**src/rtl/mem_access_stage_pkg.sv**
```systemverilog
// Shared definitions for the MEM stage and its data-alignment helper.
package mem_access_stage_pkg;

  localparam int BE_W = 4;

  localparam logic [2:0] F3_B  = 3'b000;
  localparam logic [2:0] F3_H  = 3'b001;
  localparam logic [2:0] F3_W  = 3'b010;
  localparam logic [2:0] F3_BU = 3'b100;
  localparam logic [2:0] F3_HU = 3'b101;

  typedef enum logic [1:0] {
    ST_IDLE = 2'd0,
    ST_BUSY = 2'd1,
    ST_DONE = 2'd2
  } state_e;

endpackage

```
**src/rtl/mem_access_stage_align.sv**
```systemverilog
// Combinational load extract/extend and store replicate/byte-enable generation.
module mem_data_align
  import mem_access_stage_pkg::*;
(
  input  logic            is_store,
  input  logic [2:0]      funct3,
  input  logic [1:0]      addr_lo,
  input  logic [31:0]     store_data,
  input  logic [31:0]     load_word,
  output logic [31:0]     load_data,
  output logic [31:0]     store_wdata,
  output logic [BE_W-1:0] be,
  output logic            illegal,
  output logic            misaligned
);

  logic [31:0] byte_shift;
  logic [31:0] half_shift;

  assign byte_shift = load_word >> {addr_lo, 3'b000};
  assign half_shift = load_word >> {addr_lo[1], 4'b0000};

  always_comb begin
    load_data = '0;
    case (funct3)
      F3_B:    load_data = {{24{byte_shift[7]}}, byte_shift[7:0]};
      F3_H:    load_data = {{16{half_shift[15]}}, half_shift[15:0]};
      F3_W:    load_data = load_word;
      F3_BU:   load_data = {24'd0, byte_shift[7:0]};
      F3_HU:   load_data = {16'd0, half_shift[15:0]};
      default: load_data = '0;
    endcase
  end

  // Size lives in funct3[1:0] for both loads and stores.
  always_comb begin
    store_wdata = store_data;
    be          = '1;
    case (funct3[1:0])
      2'b00: begin
        store_wdata = {4{store_data[7:0]}};
        be          = BE_W'(1) << addr_lo;
      end
      2'b01: begin
        store_wdata = {2{store_data[15:0]}};
        be          = BE_W'(3) << addr_lo;
      end
      default: begin
        store_wdata = store_data;
        be          = '1;
      end
    endcase
  end

  always_comb begin
    if (is_store)
      illegal = !(funct3 == F3_B || funct3 == F3_H || funct3 == F3_W);
    else
      illegal = !(funct3 == F3_B || funct3 == F3_H || funct3 == F3_W ||
                  funct3 == F3_BU || funct3 == F3_HU);
  end

  assign misaligned = ((funct3[1:0] == 2'b01) && addr_lo[0]) ||
                      ((funct3[1:0] == 2'b10) && (addr_lo != 2'b00));

endmodule

```
**src/rtl/mem_access_stage.sv**
```systemverilog
// RISC-V MEM stage: req/ack data-memory sequencing, stall generation and MEM/WB register.
module mem_access_stage
  import mem_access_stage_pkg::*;
#(
  parameter int TIMEOUT = 16,
  parameter int AW      = 32
) (
  input  logic            clk_i,
  input  logic            rst_i,
  input  logic [31:0]     alu_result_i,
  input  logic [31:0]     rd_data_i,
  input  logic [4:0]      rd_addr_i,
  input  logic            reg_write_i,
  input  logic            mem_to_reg_i,
  input  logic            mem_read_i,
  input  logic            mem_write_i,
  input  logic [31:0]     instr_i,
  output logic            stall_o,
  output logic            dmem_req_o,
  output logic            dmem_we_o,
  output logic [AW-1:0]   dmem_addr_o,
  output logic [BE_W-1:0] dmem_be_o,
  output logic [31:0]     dmem_wdata_o,
  input  logic            dmem_ack_i,
  input  logic [31:0]     dmem_rdata_i,
  output logic [31:0]     wb_data_o,
  output logic [4:0]      wb_rd_addr_o,
  output logic            wb_reg_write_o,
  output logic [31:0]     wb_instr_o,
  output logic            misalign_o,
  output logic            bus_err_o
);

  localparam int CW = $clog2(TIMEOUT + 1);

  state_e      state;
  logic [CW-1:0] cnt;
  logic [31:0] rdata_hold;
  logic        timed_out;

  logic        mem_op;
  logic        illegal;
  logic        misaligned;
  logic        launch;
  logic [31:0] load_data;
  logic [31:0] store_wdata;
  logic [BE_W-1:0] be;

  assign mem_op = mem_read_i | mem_write_i;

  mem_data_align u_align (
    .is_store    (mem_write_i),
    .funct3      (instr_i[14:12]),
    .addr_lo     (alu_result_i[1:0]),
    .store_data  (rd_data_i),
    .load_word   (rdata_hold),
    .load_data   (load_data),
    .store_wdata (store_wdata),
    .be          (be),
    .illegal     (illegal),
    .misaligned  (misaligned)
  );

  assign launch       = (state == ST_IDLE) && mem_op && !illegal && !misaligned;
  assign dmem_req_o   = !rst_i && (launch || (state == ST_BUSY));
  assign stall_o      = dmem_req_o;
  assign dmem_we_o    = dmem_req_o && mem_write_i;
  assign dmem_addr_o  = {alu_result_i[AW-1:2], 2'b00};
  assign dmem_be_o    = be;
  assign dmem_wdata_o = store_wdata;

  always_ff @(posedge clk_i) begin
    if (rst_i) begin
      state          <= ST_IDLE;
      cnt            <= '0;
      rdata_hold     <= '0;
      timed_out      <= 1'b0;
      wb_data_o      <= '0;
      wb_rd_addr_o   <= '0;
      wb_reg_write_o <= 1'b0;
      wb_instr_o     <= '0;
      misalign_o     <= 1'b0;
      bus_err_o      <= 1'b0;
    end else begin
      misalign_o <= 1'b0;
      bus_err_o  <= 1'b0;
      case (state)
        ST_IDLE: begin
          if (!mem_op || illegal || misaligned) begin
            wb_data_o      <= alu_result_i;
            wb_rd_addr_o   <= rd_addr_i;
            wb_reg_write_o <= reg_write_i && !mem_op;
            wb_instr_o     <= instr_i;
            misalign_o     <= mem_op && misaligned && !illegal;
            bus_err_o      <= mem_op && illegal;
          end else begin
            wb_data_o      <= '0;
            wb_rd_addr_o   <= '0;
            wb_reg_write_o <= 1'b0;
            wb_instr_o     <= '0;
            timed_out      <= 1'b0;
            if (dmem_ack_i) begin
              rdata_hold <= dmem_rdata_i;
              state      <= ST_DONE;
            end else if (TIMEOUT == 1) begin
              rdata_hold <= '0;
              timed_out  <= 1'b1;
              bus_err_o  <= 1'b1;
              state      <= ST_DONE;
            end else begin
              // The launch cycle already counts as one wait cycle.
              cnt   <= CW'(1);
              state <= ST_BUSY;
            end
          end
        end
        ST_BUSY: begin
          wb_data_o      <= '0;
          wb_rd_addr_o   <= '0;
          wb_reg_write_o <= 1'b0;
          wb_instr_o     <= '0;
          if (dmem_ack_i) begin
            rdata_hold <= dmem_rdata_i;
            cnt        <= '0;
            state      <= ST_DONE;
          end else if (cnt == CW'(TIMEOUT - 1)) begin
            rdata_hold <= '0;
            timed_out  <= 1'b1;
            bus_err_o  <= 1'b1;
            cnt        <= '0;
            state      <= ST_DONE;
          end else begin
            cnt <= cnt + CW'(1);
          end
        end
        ST_DONE: begin
          wb_data_o      <= mem_to_reg_i ? load_data : alu_result_i;
          wb_rd_addr_o   <= rd_addr_i;
          wb_reg_write_o <= reg_write_i && !timed_out;
          wb_instr_o     <= instr_i;
          state          <= ST_IDLE;
        end
        default: state <= ST_IDLE;
      endcase
    end
  end

endmodule

```
**config.mk**
```make
export PLATFORM = sky130hd
export DESIGN_NAME = mem_access_stage
export DESIGN_NICKNAME = d
export VERILOG_FILES = /design/src/rtl/mem_access_stage_pkg.sv /design/src/rtl/mem_access_stage_align.sv /design/src/rtl/mem_access_stage.sv
export SDC_FILE = /design/constraint.sdc
export NUM_CORES = 1
export LEC_CHECK = 0
export CORE_MARGIN = 2
export CORE_UTILIZATION = 40
export DETAILED_ROUTE_END_ITERATION = 10
export PLACE_DENSITY = 0.78
export SYNTH_ARGS = -nofsm -noshare
export SYNTH_HDL_FRONTEND = slang
export SYNTH_SLANG_ARGS = --single-unit
```
**constraint.sdc**
```tcl
create_clock -name clk_i -period 2.3 [get_ports clk_i]
set_clock_uncertainty 0.05 [all_clocks]
set_input_delay 0.46 -clock clk_i [delete_from_list [all_inputs] [get_ports clk_i]]
set_output_delay 0.46 -clock clk_i [all_outputs]
set_load 0.005 [all_outputs]
```
==> impl_metrics.ini, run 1 <==
[logic_synthesis]
netlist_instances = 556
ys_ff_latch = 112
syn-cell-area_um2 = 5450
seq_area_frac_synth = 0.411
synth_edf_count = 0
synth_warnings = 0
avgSynthCellArea_um2 = 9.80
synth_flop_cell = dfxtp_1
synth.distinct_cells = 55
synthArstFlopShare = 0

[power_and_ir_drop]
ir_worst_vdd_mv = 0.449
power.density_nw_per_um2 = 590
p_leak_uw = 0.00344

[die]
design.die.area_um2 = 14600
initial_core_util = 0.410
die_h_um = 121
dieWidth_um = 121
ioPinCount = 283
row_count = 42
core_region_area_um2 = 13300

[worst_setup_path]
critPathRequiredTime_ns = 1.79
critPathCaptureType = output port
path_class = in -> out
arrival_ns = 1.79
endpoint = dmem_we_o
reg2reg_depth = 7
cp-startpoint = alu_result_i[0]
reg2reg_from = state[0]
critPathLaunchType = primary input
rr_endpoint = rdata_hold[16]
rrSetupSlack_ns = 0.12
cp_max_fo = 2

[run]
cap_violations = 0

[clock_tree]
cts_buffers = 9
postCtsHoldBufs = 0
clk_pin_slew_worst_paths_ns = 0.07
h-tree-depth = 3
cts_buffer_depth = 2
clk_latency_ns = 0.35
cts_tree = built
clock-sinks = 112
root_buffer = clkbuf_16

[worst_hold_path]
hp-class = in -> reg

[routing]
wl_per_cell_um = 20.4
num_vias = 5795
vias_per_cell = 5.79
drtAntennaViolNets = 0
drtIter0Drc = 482
first_pass_iters = 8
routed_wl_um = 20400
drc = 0

[sta]
holdWs_ns = 0.431
fin_crit_sh = 1.00
finalHoldViolCount = 0
setup_slack_ns = -0.00469
fmax_mhz = 434
finalSetupViolations = 1
setup_tns_ns = -0.00469
rsz0062_at_grt = true
min_period_ns = 2.30
tightest_slew_ns = 0.840
maxSlewViolCount = 0
relSlewSlack = 0.439

[global_routing]
grt_max_degree = 58
grt_util_all_layers = 0.272
grt_pass1_vias = 5790
grt_pass1_wl_um = 31400
overflow = 0
antenna_found_initial = 0

[status]
status = finished, violations left
failed_checks = negative setup slack

[place]
portBuffers = 280
gp_congestion = 0.898
place_area_um2 = 8430
dpl.cell_count = 975
dp.final_hpwl_um = 15300

[finish]
drive_gt1_frac = 0.160
diodes = 0
final_cells = 1001
synthToLayoutAreaGrowth_pct = 62.9
nets = 965
fin_util = 0.668
final_cell_area_um2 = 8880
-- repair_timing --
item | in CTS | in global routing
gates resized for setup | 54 | 23
gates cloned | 1 | 1
setup endpoints to repair | 121 | 63
buffers inserted | 6 | 3
pin swaps | 8 | 8
-- critical path, cell delays in order --
cell and delay (ns):
buf_6 0.10, or4_4 0.55, a21oi_4 0.15, nor2_1 0.06
nor2_1 0.13, buf_4 0.14, and2_4 0.13, buf_6 0.08
-- cells by family after synthesis --
group,synth area share
AO/OA/AOI/OAI,0.327
flip-flops,0.411
buffers and inverters,0.101
AND/OR/NAND/NOR,0.0760
multiplexers,0.0726
adder cells (fa/ha/maj),0.0115
other,0.000688
-- cells in the final DEF (no fill, tap or decap), types with 3 or more instances in the layout --
| cell type | Yosys | layout |
|---|---|---|
| a211oi_1 | 3 | 3 |
| a21o_1 | 10 | 10 |
| a21oi_1 | 28 | 28 |
| a21oi_4 | 0 | 3 |
| a221o_1 | 8 | 8 |
| a221oi_1 | 16 | 16 |
| a222oi_1 | 15 | 15 |
| a22o_1 | 69 | 69 |
| a22oi_1 | 9 | 9 |
| buf_12 | 0 | 9 |
| buf_4 | 43 | 43 |
| buf_6 | 2 | 10 |
| clkbuf_16 | 0 | 9 |
| clkbuf_2 | 0 | 3 |
| clkdlybuf4s50_1 | 0 | 255 |
| dfxtp_1 | 112 | 112 |
| dlygate4sd2_1 | 0 | 12 |
| dlymetal6s2s_1 | 0 | 4 |
| ha_1 | 5 | 4 |
| inv_1 | 7 | 7 |
| mux2_2 | 24 | 24 |
| mux2i_1 | 8 | 8 |
| nand2_1 | 23 | 23 |
| nand3_1 | 7 | 7 |
| nor2_1 | 23 | 20 |
| nor2_2 | 2 | 3 |
| nor2b_1 | 3 | 3 |
| nor3b_1 | 3 | 3 |
| o21ai_0 | 31 | 27 |
| o21ai_1 | 0 | 3 |
| o21bai_1 | 3 | 3 |
| o32ai_1 | 16 | 16 |
| or2_2 | 5 | 5 |
-- power breakdown --
group | internal, uW | total (uW) | switching [uW]
registers | 2120 | 2250 | 138
logic | 891 | 1480 | 586
clock network | 776 | 1510 | 732
total | 3780 | 5240 | 1460
-- metrics by stage --
step,power [uW],setup WS [ns]
2_1_floorplan,2810,0.151
3_3_place_gp,3640,-0.662
3_5_place_dp,3680,-0.735
4_1_cts,5200,-0.0350
5_1_grt,5460,-0.0839
6_report,5240,-0.00469
-- registers in the layout (all words and copies together) (netlist names) --
name / flops
wb_data_o: 32
state: 2
timed_out: 1
bus_err_o: 1
cnt: 5
wb_instr_o: 32
wb_rd_addr_o: 5
misalign_o: 1
wb_reg_write_o: 1
rdata_hold: 32
-- layer usage --
layer	wire [um]	share of wire	vias up	global-route usage
met2	10000	0.49	358	0.467
met4	452	0.022	0	0.0872
li1	-	-	2652	-
met1	8160	0.40	2751	0.339
met5	0	0	-	0
met3	1820	0.089	34	0.0613
-- worst min path at each step --
stage                   startpoint              to  cells past startpoint
finish                 instr_i[14]  wb_instr_o[14]                      3
global route           instr_i[14]  wb_instr_o[14]                      3
CTS                 wb_instr_o[30]  wb_instr_o[30]                      1
detailed placement  wb_instr_o[30]  wb_instr_o[30]                      1
global placement    wb_reg_write_o  wb_reg_write_o                      2
floorplan            rdata_hold[4]   rdata_hold[4]                      1
-- cell usage after synthesis (15+ instances only) --
cell	count	area [um2]
nor2_1	23	86.3
a222oi_1	15	150
o21ai_0	31	155
mux2_2	24	270
nand2_1	23	86.3
a21oi_1	28	140
a221oi_1	16	140
clkbuf_1	22	82.6
a22o_1	69	604
buf_4	43	323
dfxtp_1	112	2240
o32ai_1	16	140
-- area by class of cell --
| cell class | instances | area [um2] |
|---|---|---|
| Clock inverter | 5 | 40.0 |
| Tap cell | 176 | 220 |
| Clock buffer | 11 | 243 |
| Multi-Input combinational cell | 352 | 2760 |
| Fill cell | 1024 | 4420 |
| Sequential cell | 112 | 2240 |
| Inverter | 8 | 30.0 |
| Timing Repair Buffer | 337 | 3340 |
(Power assumes the default switching activity.)
==> run 2: changes to the inputs <==
==> constraint.sdc (replaced) <==
create_clock -name clk_i -period 2.3 [get_ports clk_i]
set_clock_uncertainty 0.05 [all_clocks]
set_input_delay 0.46 -clock clk_i [delete_from_list [all_inputs] [get_ports clk_i]]
set_output_delay 0.46 -clock clk_i [all_outputs]
set_load 0.01 [all_outputs]
==> run 2 against run 1 <==
Net effect: the flow now finishes without violations; global-route usage down 0.86 points; sequential power about the same; sequential share of layout area about the same; design area down 0.11%; hold slack better by 0.0011 ns; highest routed layer unchanged.
==> impl_metrics.ini, run 2 (synthesis gave the netlist of run 1 again) <==
[routing]
routed_wl_um = 20200
num_vias = 5683
drc = 0
first_pass_iters = 6
drtAntennaViolNets = 0
vias_per_cell = 5.69
drtIter0Drc = 400
wl_per_cell_um = 20.3

[clock_tree]
cts_tree = built
h-tree-depth = 3
cts_buffers = 9
cts_buffer_depth = 2
root_buffer = clkbuf_16
clk_latency_ns = 0.35
postCtsHoldBufs = 0
clock-sinks = 112
clk_pin_slew_worst_paths_ns = 0.07

[sta]
tightest_slew_ns = 0.844
min_period_ns = 2.28
maxSlewViolCount = 0
finalSetupViolations = 0
finalHoldViolCount = 0
rsz0062_at_grt = true
relSlewSlack = 0.436
fmax_mhz = 439
fin_crit_sh = 0.989

[finish]
final_cell_mix = clkdlybuf4s50_1, dfxtp_1, a22o_1
drive_gt1_frac = 0.157
final_cells = 998
synthToLayoutAreaGrowth_pct = 62.8
layout_commonest_cell = clkdlybuf4s50_1
diodes = 0
nFillCells = 1035
nets = 962
largestRegisters = rdata_hold (32), wb_data_o (32), wb_instr_o (32)
final_cell_area_um2 = 8870

[worst_setup_path]
crit_buf_inv = 3
slowest_stage = clkdlybuf4s50_1
path_cells = clkdlybuf4s50_1 > buf_4 > mux2_2 > clkdlybuf4s50_1
critPathCaptureType = output port
cpMostUsedCell = clkdlybuf4s50_1
path_delay_family = buffers and inverters
cp_slowest_stage_delay_ns = 0.47
rrSetupSlack_ns = 0.16
arrival_ns = 1.77
path_class = in -> out
critPathRequiredTime_ns = 1.79
critPathLaunchType = primary input
cp_max_fo = 3

[global_routing]
grt_pass1_wl_um = 30400
antenna_found_initial = 0
grt_util_all_layers = 0.264
grt_use_met1 = 0.326
use_met2 = 0.454
grt.met3_usage = 0.0693
grt_max_degree = 58
overflow = 0
grt_pass1_vias = 5531
grt.busiest_layer = met2

[die]
design.die.area_um2 = 14600
row_count = 42
initial_core_util = 0.410
die_h_um = 121
core_region_area_um2 = 13300
dieWidth_um = 121
ioPinCount = 283

[power_and_ir_drop]
switchingPower_uw = 1520
p_comb_frac = 0.286
pwr-share-seq = 0.423
power_frac_clock = 0.291
ir_worst_vdd_mv = 0.504
power.density_nw_per_um2 = 602
sw_frac_of_total = 0.284
p_leak_uw = 0.00345
internal_power_uw = 3820

[status]
status = finished clean

[place]
dpl.cell_count = 976
portBuffers = 280
place_area_um2 = 8420
dp.final_hpwl_um = 15100
gp_congestion = 0.898

[worst_hold_path]
hp-class = reg -> reg

[run]
cap_violations = 0
-- run 2: worst paths after layout --
check,startpoint,end,depth (start not counted)
max,rd_data_i[0],dmem_wdata_o[16],4
min,wb_instr_o[6],wb_instr_o[6],1
max reg2reg,state[0],rdata_hold[2],8
min reg2reg,wb_instr_o[6],wb_instr_o[6],1
-- run 2: area by class of cell --
type / count / area, um2 / share of cell area
Clock buffer: 12 / 267 / 0.0301
Clock inverter: 4 / 36.3 / 0.00409
Inverter: 8 / 30.0 / 0.00339
Multi-Input combinational cell: 352 / 2770 / 0.312
Sequential cell: 112 / 2240 / 0.253
Tap cell: 176 / 220 / 0.0248
Timing Repair Buffer: 334 / 3310 / 0.373
-- run 2: power groups by stage --
stage	registers (uW)	logic [uW]	clock network (uW)
CTS	2250	1500	1600
global route	2270	1620	1670
finish	2260	1530	1560
global placement	2290	1440	0
detailed placement	2300	1470	0
floorplan	2320	569	0
-- run 2: metrics by stage --
| stage | power [uW] | utilization | hold slack (ns) | setup WS [ns] | TNS [ns] |
|---|---|---|---|---|---|
| after floorplan | 2890 | - | 0.400 | 0.0371 | 0 |
| after global placement | 3730 | 0.634 | 0.409 | -0.657 | -57.38 |
| after detailed placement | 3770 | 0.634 | 0.417 | -0.681 | -63.83 |
| after CTS | 5340 | 0.662 | 0.435 | 0.00185 | 0 |
| after global routing | 5560 | 0.667 | 0.448 | -0.0315 | -0.0510 |
| final | 5340 | 0.667 | 0.432 | 0.0242 | 0 |
-- run 2: routing by layer --
metal | vias up | part of all wire
met5 | - | 0
met3 | 30 | 0.077
met1 | 2712 | 0.42
met2 | 287 | 0.49
li1 | 2654 | -
met4 | 0 | 0.016
-- run 2: timing repair --
item                       4_1_cts  5_1_grt
pin swaps                        6        1
setup endpoints to repair      117       83
gates cloned                     2        1
gates resized for setup         55       19
buffers inserted                 3        0
==> run 3: changes to the inputs <==
--- a/config.mk
+++ b/config.mk
@@ -9,6 +9,7 @@
 export CORE_UTILIZATION = 40
 export DETAILED_ROUTE_END_ITERATION = 10
 export PLACE_DENSITY = 0.78
+export SETUP_SLACK_MARGIN = 0.15
 export SYNTH_ARGS = -nofsm -noshare
 export SYNTH_HDL_FRONTEND = slang
 export SYNTH_SLANG_ARGS = --single-unit
==> run 3 against run 2 <==
Net effect: register-to-register slack gained 0.14 ns; sequential power about the same; sequential share of layout area shrank 0.18 points; final cell count increased by 0.80%; non-clock buffer count is 9 higher; clock power fell by 4%; global-route usage shrank 0.099 points; count of clock-buffer cells in the layout shrank 1; worst setup slack better by 0.072 ns; power shrank 0.84%; combinational power is essentially flat; critical endpoint is now dmem_we_o; largest cell class unchanged; highest routed layer unchanged.
==> impl_metrics.ini, run 3 (synthesis gave the netlist of run 1 again) <==
[status]
status = finished clean

[finish]
synthToLayoutAreaGrowth_pct = 63.9
drive_gt1_frac = 0.178
largestRegisters = rdata_hold (32), wb_data_o (32), wb_instr_o (32)
final_cells = 1006
diodes = 0
final_cell_mix = clkdlybuf4s50_1, dfxtp_1, a22o_1
layout_commonest_cell = clkdlybuf4s50_1
nets = 970

[global_routing]
grt_max_degree = 40
grt_pass1_vias = 5605
grt_pass1_wl_um = 30300
antenna_found_initial = 0
overflow = 0
grt_util_all_layers = 0.263

[die]
design.die.area_um2 = 14600
core_region_area_um2 = 13300
die_h_um = 121
dieWidth_um = 121
ioPinCount = 283
row_count = 42
initial_core_util = 0.410

[worst_setup_path]
path_class = in -> out
rr_endpoint = rdata_hold[29]
path_delay_family = simple AND/OR/NAND/NOR gates
rrSetupSlack_ns = 0.30
reg2reg_depth = 7
critPathRequiredTime_ns = 1.79
cp-startpoint = alu_result_i[0]
critPathCaptureType = output port
cpMostUsedCell = nor2_2
path_depth = 7
cp_max_fo = 2
path_cells = buf_6 > or4_4 > a21oi_4 > nor2_2 > nor2_2 > and2_4 > buf_2
slowest_stage = or4_4
reg2reg_from = cnt[0]
critPathLaunchType = primary input
arrival_ns = 1.69
crit_buf_inv = 2
cp_slowest_stage_delay_ns = 0.55
endpoint = dmem_we_o

[sta]
fin_crit_sh = 0.958
rsz0062_at_grt = true
setup_slack_ns = 0.0961
maxSlewViolCount = 0
fmax_mhz = 454
finalHoldViolCount = 0
min_period_ns = 2.20
holdWs_ns = 0.432
finalSetupViolations = 0
setup_tns_ns = 0
relSlewSlack = 0.549
tightest_slew_ns = 0.676

[power_and_ir_drop]
power.density_nw_per_um2 = 592
total_power_uw = 5290
p_leak_uw = 0.00351
ir_worst_vdd_mv = 0.431

[routing]
drtIter0Drc = 560
wl_per_cell_um = 19.9
vias_per_cell = 5.81
routed_wl_um = 20000
drtAntennaViolNets = 0
first_pass_iters = 7
drc = 0
num_vias = 5841

[clock_tree]
cts_tree = built
clk_pin_slew_worst_paths_ns = 0.07
clk_latency_ns = 0.35
cts_buffers = 9
cts_buffer_depth = 2
clock-sinks = 112
root_buffer = clkbuf_16
h-tree-depth = 3

[place]
dp_worst_setup_slack_ns = -0.774
dp.final_hpwl_um = 14900
gp_congestion = 0.907
dpl.cell_count = 974
portBuffers = 280

[worst_hold_path]
hp-class = reg -> reg

[run]
cap_violations = 0
run 3: cell types whose count changed in the layout (fill, tap and decap cells not counted), sizes merged:
cell	delta
buf	+18
bufbuf	+1
clkbuf	-3
clkdlybuf4s50	-12
clkinv	-1
clkinvlp	+1
dlygate4sd2	+7
dlymetal6s2s	-3
inv	+1
o31ai	-1
run 3: report_power, final:
| group | switching [uW] | total (uW) | internal, uW | leakage, uW |
|---|---|---|---|---|
| registers | 136 | 2250 | 2120 | 0.000919 |
| logic | 658 | 1550 | 892 | 0.00246 |
| clock network | 718 | 1490 | 772 | 0.000133 |
| total | 1510 | 5290 | 3780 | 0.00351 |
run 3: worst min path at each step:
stage | startpoint | endpoint | slack (ns) | cells past startpoint
floorplan | rdata_hold[4] | rdata_hold[4] | 0.40 | 1
global placement | wb_reg_write_o | wb_reg_write_o | 0.41 | 2
detailed placement | rdata_hold[0] | rdata_hold[0] | 0.41 | 1
CTS | cnt[4] | cnt[4] | 0.43 | 1
global route | wb_instr_o[12] | wb_instr_o[12] | 0.44 | 1
finish | wb_instr_o[3] | wb_instr_o[3] | 0.43 | 1
run 3: cell type report:
| class | instances | area [um2] |
|---|---|---|
| clock buffer | 11 | 243 |
| clock inverter | 5 | 37.5 |
| fill | 1047 | 4360 |
| inverter | 8 | 30.0 |
| multi-input combinational | 351 | 2770 |
| sequential | 112 | 2240 |
| tap | 176 | 220 |
| timing repair buffer | 343 | 3390 |
run 3: what timing repair did:
| action | 4_1_cts | 5_1_grt |
|---|---|---|
| resized for setup | 105 | 14 |
| cloned | 3 | 0 |
| hold endpoints to repair | 0 | 0 |
| setup buffers | 8 | 5 |
| endpoints found under the setup margin | 101 | 51 |
| pin swaps | 7 | 3 |
| hold buffers | 0 | 0 |
run 3: metrics by stage:
| step | cell area, um2 | util |
|---|---|---|
| floorplan | 5470 | - |
| global placement | 8420 | 0.633 |
| detailed placement | 8420 | 0.633 |
| CTS | 8810 | 0.663 |
| global route | 8930 | 0.672 |
| finish | 8930 | 0.672 |
run 3: per-layer routing:
layer | GRT usage | vias to the layer above | wire length [um]
met4 | 0.0814 | 0 | 389
met2 | 0.436 | 302 | 9620
li1 | - | 2667 | -
met5 | 0 | - | 0
met3 | 0.0524 | 27 | 1560
met1 | 0.345 | 2845 | 8430
